===== config.mk =====
export PLATFORM = sky130hd
export DESIGN_NAME = fir_tap_scheduler
export DESIGN_NICKNAME = d
export VERILOG_FILES = /design/src/rtl/fir_sched_pkg.sv /design/src/rtl/fir_mac_unit.sv /design/src/rtl/fir_tap_scheduler.sv
export SDC_FILE = /design/constraint.sdc
export NUM_CORES = 1
export LEC_CHECK = 0
export CELL_PAD_IN_SITES_DETAIL_PLACEMENT = 1
export CELL_PAD_IN_SITES_GLOBAL_PLACEMENT = 2
export CORE_MARGIN = 3
export CORE_UTILIZATION = 30
export CTS_CLUSTER_DIAMETER = 30
export DETAILED_ROUTE_END_ITERATION = 6
export PLACE_DENSITY = 0.81
export SKIP_LAST_GASP = 1
export SLEW_MARGIN = 20
export SYNTH_ARGS = -nofsm -noshare
export SYNTH_HDL_FRONTEND = slang
export SYNTH_HIERARCHICAL = 1
export SYNTH_SLANG_ARGS = --single-unit

===== constraint.sdc =====
create_clock -name clk -period 16.7 [get_ports clk]
set_clock_uncertainty 0.2 [all_clocks]
set_input_delay 2.505 -clock clk [delete_from_list [all_inputs] [get_ports clk]]
set_output_delay 2.505 -clock clk [all_outputs]
set_load 0.01 [all_outputs]

===== src/rtl/fir_sched_pkg.sv =====
// Shared widths, FSM states and coefficient ROM for the
// folded symmetric FIR tap scheduler.
package fir_sched_pkg;

   localparam int NSLOT  = 8;
   localparam int TAP_W  = 9;
   localparam int COEF_W = 8;
   localparam int ACC_W  = 20;
   localparam int PROD_W = TAP_W + COEF_W;
   localparam int SLOT_W = $clog2(NSLOT);

   typedef enum logic [1:0] {
      IDLE,
      MAC,
      DRAIN,
      DONE
   } state_e;

   typedef logic signed [TAP_W-1:0]  tap_t;
   typedef logic signed [COEF_W-1:0] coef_t;
   typedef logic signed [PROD_W-1:0] prod_t;
   typedef logic signed [ACC_W-1:0]  acc_t;
   typedef logic        [SLOT_W-1:0] slot_t;

   typedef struct packed {
      logic clr;
      logic en;
   } mac_ctrl_t;

   // Slots 0..6 are the symmetric pairs, slot 7 the centre tap
   localparam coef_t COEF [0:NSLOT-1] = '{
      -8'sd3,
      -8'sd7,
      8'sd5,
      8'sd18,
      -8'sd12,
      -8'sd40,
      8'sd37,
      8'sd127
   };

   localparam slot_t LAST_SLOT = slot_t'(NSLOT - 1);

   function automatic coef_t coef_of(input slot_t s);
      return COEF[s];
   endfunction

endpackage


===== src/rtl/fir_mac_unit.sv =====
// Shared signed multiplier with a product pipeline register
// feeding a full-precision accumulator.
module fir_mac_unit
   import fir_sched_pkg::*;
(
   input  logic      clk,
   input  logic      reset,
   input  mac_ctrl_t ctrl,
   input  tap_t      tap,
   input  coef_t     coef,
   output acc_t      acc
);

   prod_t prod_d, prod_q;
   acc_t  acc_d, acc_q;

   always_comb begin
      prod_d = prod_q;
      acc_d  = acc_q;
      if (ctrl.en) begin
         prod_d = prod_t'(tap) * prod_t'(coef);
      end
      // Clear wins: the product held on the first slot is stale
      if (ctrl.clr) begin
         acc_d = '0;
      end else if (ctrl.en) begin
         acc_d = acc_q + acc_t'(prod_q);
      end
   end

   always_ff @(posedge clk) begin
      if (reset) begin
         prod_q <= '0;
         acc_q  <= '0;
      end else begin
         prod_q <= prod_d;
         acc_q  <= acc_d;
      end
   end

   assign acc = acc_q;

endmodule


===== src/rtl/fir_tap_scheduler.sv =====
// Sequencer for the folded FIR: accepts a sample, shifts the delay
// line, runs eight MAC slots and hands the result downstream.
module fir_tap_scheduler
   import fir_sched_pkg::*;
(
   input  logic                     clk,
   input  logic                     reset,
   input  logic                     in_valid,
   output logic                     in_ready,
   output logic                     shift_en,
   input  logic signed [TAP_W-1:0]  tapsum_0,
   input  logic signed [TAP_W-1:0]  tapsum_1,
   input  logic signed [TAP_W-1:0]  tapsum_2,
   input  logic signed [TAP_W-1:0]  tapsum_3,
   input  logic signed [TAP_W-1:0]  tapsum_4,
   input  logic signed [TAP_W-1:0]  tapsum_5,
   input  logic signed [TAP_W-1:0]  tapsum_6,
   input  logic signed [TAP_W-2:0]  tapsum_7,
   output logic        [ACC_W-1:0]  filter_out,
   output logic                     out_valid,
   input  logic                     out_ready
);

   state_e    state_d, state_q;
   slot_t     slot_d, slot_q;
   mac_ctrl_t mac_ctrl;
   tap_t      tap_sel;
   coef_t     coef_sel;
   acc_t      acc;

   always_ff @(posedge clk) begin
      if (reset) begin
         state_q <= IDLE;
         slot_q  <= '0;
      end else begin
         state_q <= state_d;
         slot_q  <= slot_d;
      end
   end

   always_comb begin
      state_d      = state_q;
      slot_d       = slot_q;
      in_ready     = 1'b0;
      shift_en     = 1'b0;
      out_valid    = 1'b0;
      mac_ctrl.clr = 1'b0;
      mac_ctrl.en  = 1'b0;
      unique case (state_q)
         IDLE: begin
            in_ready = 1'b1;
            if (in_valid) begin
               shift_en = ~reset;
               slot_d   = '0;
               state_d  = MAC;
            end
         end
         MAC: begin
            mac_ctrl.en  = 1'b1;
            mac_ctrl.clr = (slot_q == '0);
            slot_d       = slot_q + 1'b1;
            if (slot_q == LAST_SLOT) begin
               state_d = DRAIN;
            end
         end
         DRAIN: begin
            // Folds in the slot 7 product still in the pipeline
            mac_ctrl.en = 1'b1;
            state_d     = DONE;
         end
         DONE: begin
            out_valid = 1'b1;
            if (out_ready) begin
               state_d = IDLE;
            end
         end
      endcase
   end

   always_comb begin
      tap_sel = '0;
      unique case (slot_q)
         3'd0: tap_sel = tapsum_0;
         3'd1: tap_sel = tapsum_1;
         3'd2: tap_sel = tapsum_2;
         3'd3: tap_sel = tapsum_3;
         3'd4: tap_sel = tapsum_4;
         3'd5: tap_sel = tapsum_5;
         3'd6: tap_sel = tapsum_6;
         3'd7: tap_sel = {tapsum_7[TAP_W-2], tapsum_7};
      endcase
   end

   assign coef_sel = coef_of(slot_q);

   fir_mac_unit u_mac (
      .clk   (clk),
      .reset (reset),
      .ctrl  (mac_ctrl),
      .tap   (tap_sel),
      .coef  (coef_sel),
      .acc   (acc)
   );

   assign filter_out = acc;

endmodule


# [Yosys cells after proc, flatten, opt, wreduce, memory -nomap -nowiden]
# Memories as Yosys holds them, arrays and structs flattened.
# Cells that the tools add are included.
[op_classes] n_reduce_logical=7 magnitude_cmp=1 n_eq_ne=13 mul=1 n_addsub=2 bitwise_logic=2 mux=15
[ops] operator="9-bit case mux with 8 select lines" n=1
[ops] operator="20-bit by 17-bit adder with 20-bit output" n=1
[ops] operator="9-bit by 8-bit multiplier with 17-bit output" n=1
[ops] operator="8-bit 2-to-1 mux" n=2
[ops] operator="3-bit equality test, second input constant" n=4
[ops] operator="2-bit case mux with 4 select lines" n=1
[ops] operator="3-bit by 2-bit equality test with 1-bit output, second input constant" n=2
[ops] operator="1-bit 2-to-1 mux" n=6
[ops] operator="2-bit 2-to-1 mux" n=3
[ops] operator="2-bit inequality test, second input constant" n=3
[ops] operator="3-bit case mux with 2 select lines" n=1
[ops] operator="2-bit equality test, second input constant" n=2
[ops] operator="4-bit greater-or-equal comparator, second input constant" n=1
[ops] operator="3-bit inverter with 4-bit output" n=1
[ops] operator="2-bit OR reduction" n=2
[ops] operator="3-bit by 1-bit adder with 3-bit output, second input constant" n=1
[ops] operator="3-bit by 1-bit equality test with 1-bit output, second input constant" n=1
[ops] operator="3-bit logical NOT" n=1
[ops] operator="3-bit 2-to-1 mux" n=1
[ops] operator="3-bit AND reduction" n=1
[ops] operator="2-bit by 1-bit equality test with 1-bit output, second input constant" n=1
[ops] operator="2-bit logical NOT" n=1
[ops] operator="2-bit AND reduction" n=1
[ops] operator="2-bit nonzero test" n=1
[ops] operator="1-bit inverter" n=1
[word_totals] reg_bits=42 in_bits=75 mem_count=1 out_inout_bits=23 romBits=64 elab_cells=46
[memory_table] name="(name not given)" words=8 width=8 rd=1 rd_ports_with_merged_regs=0 wr=0 line="fir_sched_pkg.sv:45" rtl="return COEF[s];"

# [Depth between registers and ports, before layout]
[logic_depth] word_depth=5 depth_mapped=26 depth_no_buf=21

# [Modules after synthesis]
# Netlist, hierarchy kept.
[by_module_without_submodules] mod="fir_mac_unit" seq_area_each_um2=740.7 instances=1 cells_each=613 area_each_um2=5096.1
[by_module_without_submodules] mod="fir_tap_scheduler" seq_area_each_um2=100.1 instances=1 cells_each=133 area_each_um2=1028.5

# [Worst setup path before layout]
# OpenSTA, ideal clock, no wires.
[synth_path] kind="input -> register" start="input tapsum_5[8]" end="register u_mac.prod_q[16]" n_path_buf=0 setup_slack_ns=9.463 cell_stages=16 arrival_ns=6.955 required_ns=16.418 setup_time_ns=0.082 path_cell_list="a22o_1 nand2_1 a41oi_1 nand2_1 fa_1 fa_1 fa_1 fa_1 inv_1 ha_1 a21o_1 a21o_1 a21o_1 a21o_1 a311o_1 o221ai_1"
[synth_between] elab_chain_len=2
[synth_lines] item="start, declared" line="fir_tap_scheduler.sv:16" rtl="input logic signed [TAP_W-1:0] tapsum_5,"
[synth_lines] item="9-bit case mux with 8 select lines" line="fir_tap_scheduler.sv:82" rtl="unique case (slot_q)"
[synth_lines] item="via tap_sel[8]" line="fir_tap_scheduler.sv:27" rtl="tap_t tap_sel;"
[synth_lines] item="9-bit by 8-bit multiplier with 17-bit output" line="fir_mac_unit.sv:21" rtl="prod_d = prod_t'(tap) * prod_t'(coef);"
[synth_lines] item="end signal, assigned" line="fir_mac_unit.sv:36" rtl="prod_q <= prod_d;"
[synth_lines] item="end, declared" line="fir_mac_unit.sv:14" rtl="prod_t prod_d, prod_q;"
# The timed path passes the listed nets, and every way through them passes these cells.
# A chain may end at the register's enable or synchronous reset.

# [Worst setup path after layout]
[layout_path] start="input tapsum_5[1]" end="register u_mac.prod_q[14]"
# The elaborated chain is that of the path after synthesis.

==> flow_summary.yaml <==
sta:
  setup_viol: 0
  drv_slew: 0
  fmax_ghz: 0.125
  period_share_pct: 47.9
  setup_tns_ns: 0
  rsz0062_at_grt: "false"
  min_period_ns: 7.99
  tightest_slew_ns: 0.820
  slew_headroom_pct: 43.7
  hold_violations: 0
floorplanning:
  start_util_pct: 31.0
  die_h_um: 149
  ios: 98
  rows: 51
  die-width_um: 149
  design.die.area_um2: 22200
  core_area_um2: 19800
synth:
  synthTopCellsByArea: "fa_1, dfxtp_1, ha_1"
  synthesis.nets: 946
  yosys_warnings: 6
  synth_area_um2: 6120
  synth_seq_area_share_pct: 13.7
  async_flop_share_pct: 0
  netlist_instances: 746
  synth_top_area_cell: "fa_1"
  yosysMostFrequentCell: "inv_1"
  synth_ff_type: "dfxtp_1"
  synth_seq_cells: 42
  synth_top_cell_area_share_pct: 20.3
  syn_area_per_cell_um2: 8.21
  synthDistinctLibCells: 66
  synth_edf_count: 0
  yosys-top-cells-count: "inv_1, nand2_1, ha_1"
route:
  wl_per_cell_um: 15.5
  dr_total_vias: 5491
  drt_pre_antenna_iters: 7
  postRouteAntennaNets: 0
  drt-initial-drc-count: 166
  viasPerCell: 5.03
  route.detailed.drc: 1
  routed_wl_um: 16900
worst_setup_path:
  cp-start-kind: "input pin"
  worst-r2r-setup-slack_ns: 9.38
  critPathRequiredTime_ns: 16.65
  crit_top_cell: "fa_1"
  critPathMaxFanout: 8
  crit_type: "input pin to flop"
  cpPeakStageDelay_ns: 0.69
  critPathTopFamily: "adder cells"
  endpoint_kind: "flop"
  critPathSlowestCell: "a41oi_1"
  cp_num_buf_inv: 4
  regToRegStartpoint: "slot_q[2]$_SDFFE_PP0P_"
  worstPathArrival_ns: 7.95
  crit_chain: "clkdlybuf4s50_1 > mux2_2 > nand2_1 > a41oi_1 > nand2_1 > fa_1 > fa_1 > inv_1 > fa_1 > inv_1 > fa_1 > inv_1 > ha_1 > o21ai_0 > a21o_1 > a211oi_1 > a311o_1 > o221ai_1"
  regToRegEndpoint: "u_mac/prod_q[14]$_SDFFE_PP0P_"
  reg2reg_depth: 20
cts:
  cts-hold-fix-buffers: 0
  path_clk_slew_ns: 0.07
  cts_buffers: 5
  cts_tree: "built"
  clockBufferDepth: 2
  clockRootBuffer: "clkbuf_16"
  insertion_delay_ns: 0.29
  post_cts_resized: 0
  clock-sinks: 42
  htreeDepth: 2
  cts_setup_buffers: 0
cells_and_area:
  syn2layout_area_growth_pct: 22.2
  drive_gt1_share_pct: 4.12
  diodes: 0
  final_nets: 1025
outcome:
  status: "finished with violations"
  violations: "DRC"
worst_hold_path:
  min_path_cells: 2
  hold_start: "u_mac/prod_q[0]$_SDFFE_PP0P_"
  min_to: "u_mac/prod_q[0]$_SDFFE_PP0P_"
  hp-class: "flop to flop"
grt:
  grt_overflow: 0
  grt_pass1_wl_um: 29200
  grt_usage_pct: 15.8
  grt_max_degree: 38
  grt_pass1_vias: 5965
  grt_antenna_before_repair: 0
place:
  place.gp.congestion: 0.769
  io_buffers: 97
  dp_hpwl_um: 13700
job:
  cap_violations: 0
-- worst register-to-register path, delay by kind of cell (launching register included) --
kind                     cells  cell delay [ns]
AND/OR/NAND/NOR              3             1.21
buffers and inverters        5             0.59
AO/OA/AOI/OAI                6             2.07
adder cells (fa/ha/maj)      6             2.79
flip-flops                   1             0.31
-- routing by layer --
layer / share of wire, % / wire, um / vias to the layer above / GRT usage [%]
li1: - / - / 2727 / -
met1: 48 / 8060 / 2657 / 20.7
met2: 47 / 7940 / 101 / 27.7
met3: 4.6 / 782 / 6 / 2.52
met4: 0.74 / 125 / 0 / 2.52
met5: 0 / 0 / - / 0
-- stage by stage --
stage               setup slack [ns]  cell area [um2]  utilization, %  std cells  hold slack, ns
floorplan                       9.46             6120               -        746           0.245
global placement                8.46             7320            37.0       1083           0.262
detailed placement              8.36             7320            37.0       1083           0.274
CTS                             8.65             7480            37.8       1091           0.283
global route                    8.21             7480            37.8       1091           0.307
finish                          8.71             7480            37.8       1091           0.284
-- logic make-up after synthesis --
logic type      count (synthesis)  synth area share, %
xor+xnor                       12                 1.72
simple gates                  264                 21.6
fa+ha+maj                     125                 33.1
flops                          42                 13.7
compound gates                152                 17.9
mux                            19                 3.29
buf+inv                       132                 8.56
-- sequential cells by signal, indices dropped and copies added, names as in the netlist --
name and flops:
slot_q 3, u_mac/acc 20, state_q 2, u_mac/prod_q 17
-- layout by cell type, fill, tap and decap left out, types with 27 or more instances in the layout --
master             n
a21oi_1           31
and2_1            38
clkdlybuf4s50_1   97
dfxtp_1           42
fa_1              62
ha_1              63
inv_1            103
nand2_1           80
nor2_1            39
nor3_1            27
-- final cells by class --
type / instances / area, um2
inverters: 103 / 387
clock inverters: 3 / 40.0
well taps: 265 / 332
flip-flops and latches: 42 / 841
fillers: 2394 / 12300
clock buffers: 5 / 125
multi-input cells: 572 / 4760
repair buffers: 101 / 1000
-- how the worst max path moves through the flow --
stage                      startpoint                            end  slack (ns)  depth (start not counted)
after global routing      tapsum_5[1]  u_mac/prod_q[16]$_SDFFE_PP0P_        8.21                         18
after global placement    tapsum_5[8]  u_mac/prod_q[16]$_SDFFE_PP0P_        8.46                         17
after CTS                 tapsum_6[8]  u_mac/prod_q[16]$_SDFFE_PP0P_        8.65                         17
after floorplan           tapsum_5[8]  u_mac/prod_q[16]$_SDFFE_PP0P_        9.46                         16
final                     tapsum_5[1]  u_mac/prod_q[14]$_SDFFE_PP0P_        8.71                         18
after detailed placement  tapsum_6[8]  u_mac/prod_q[16]$_SDFFE_PP0P_        8.36                         17
Power is not shown: default switching activity piles up to over one toggle a cycle in this logic, so the estimate is an artifact.
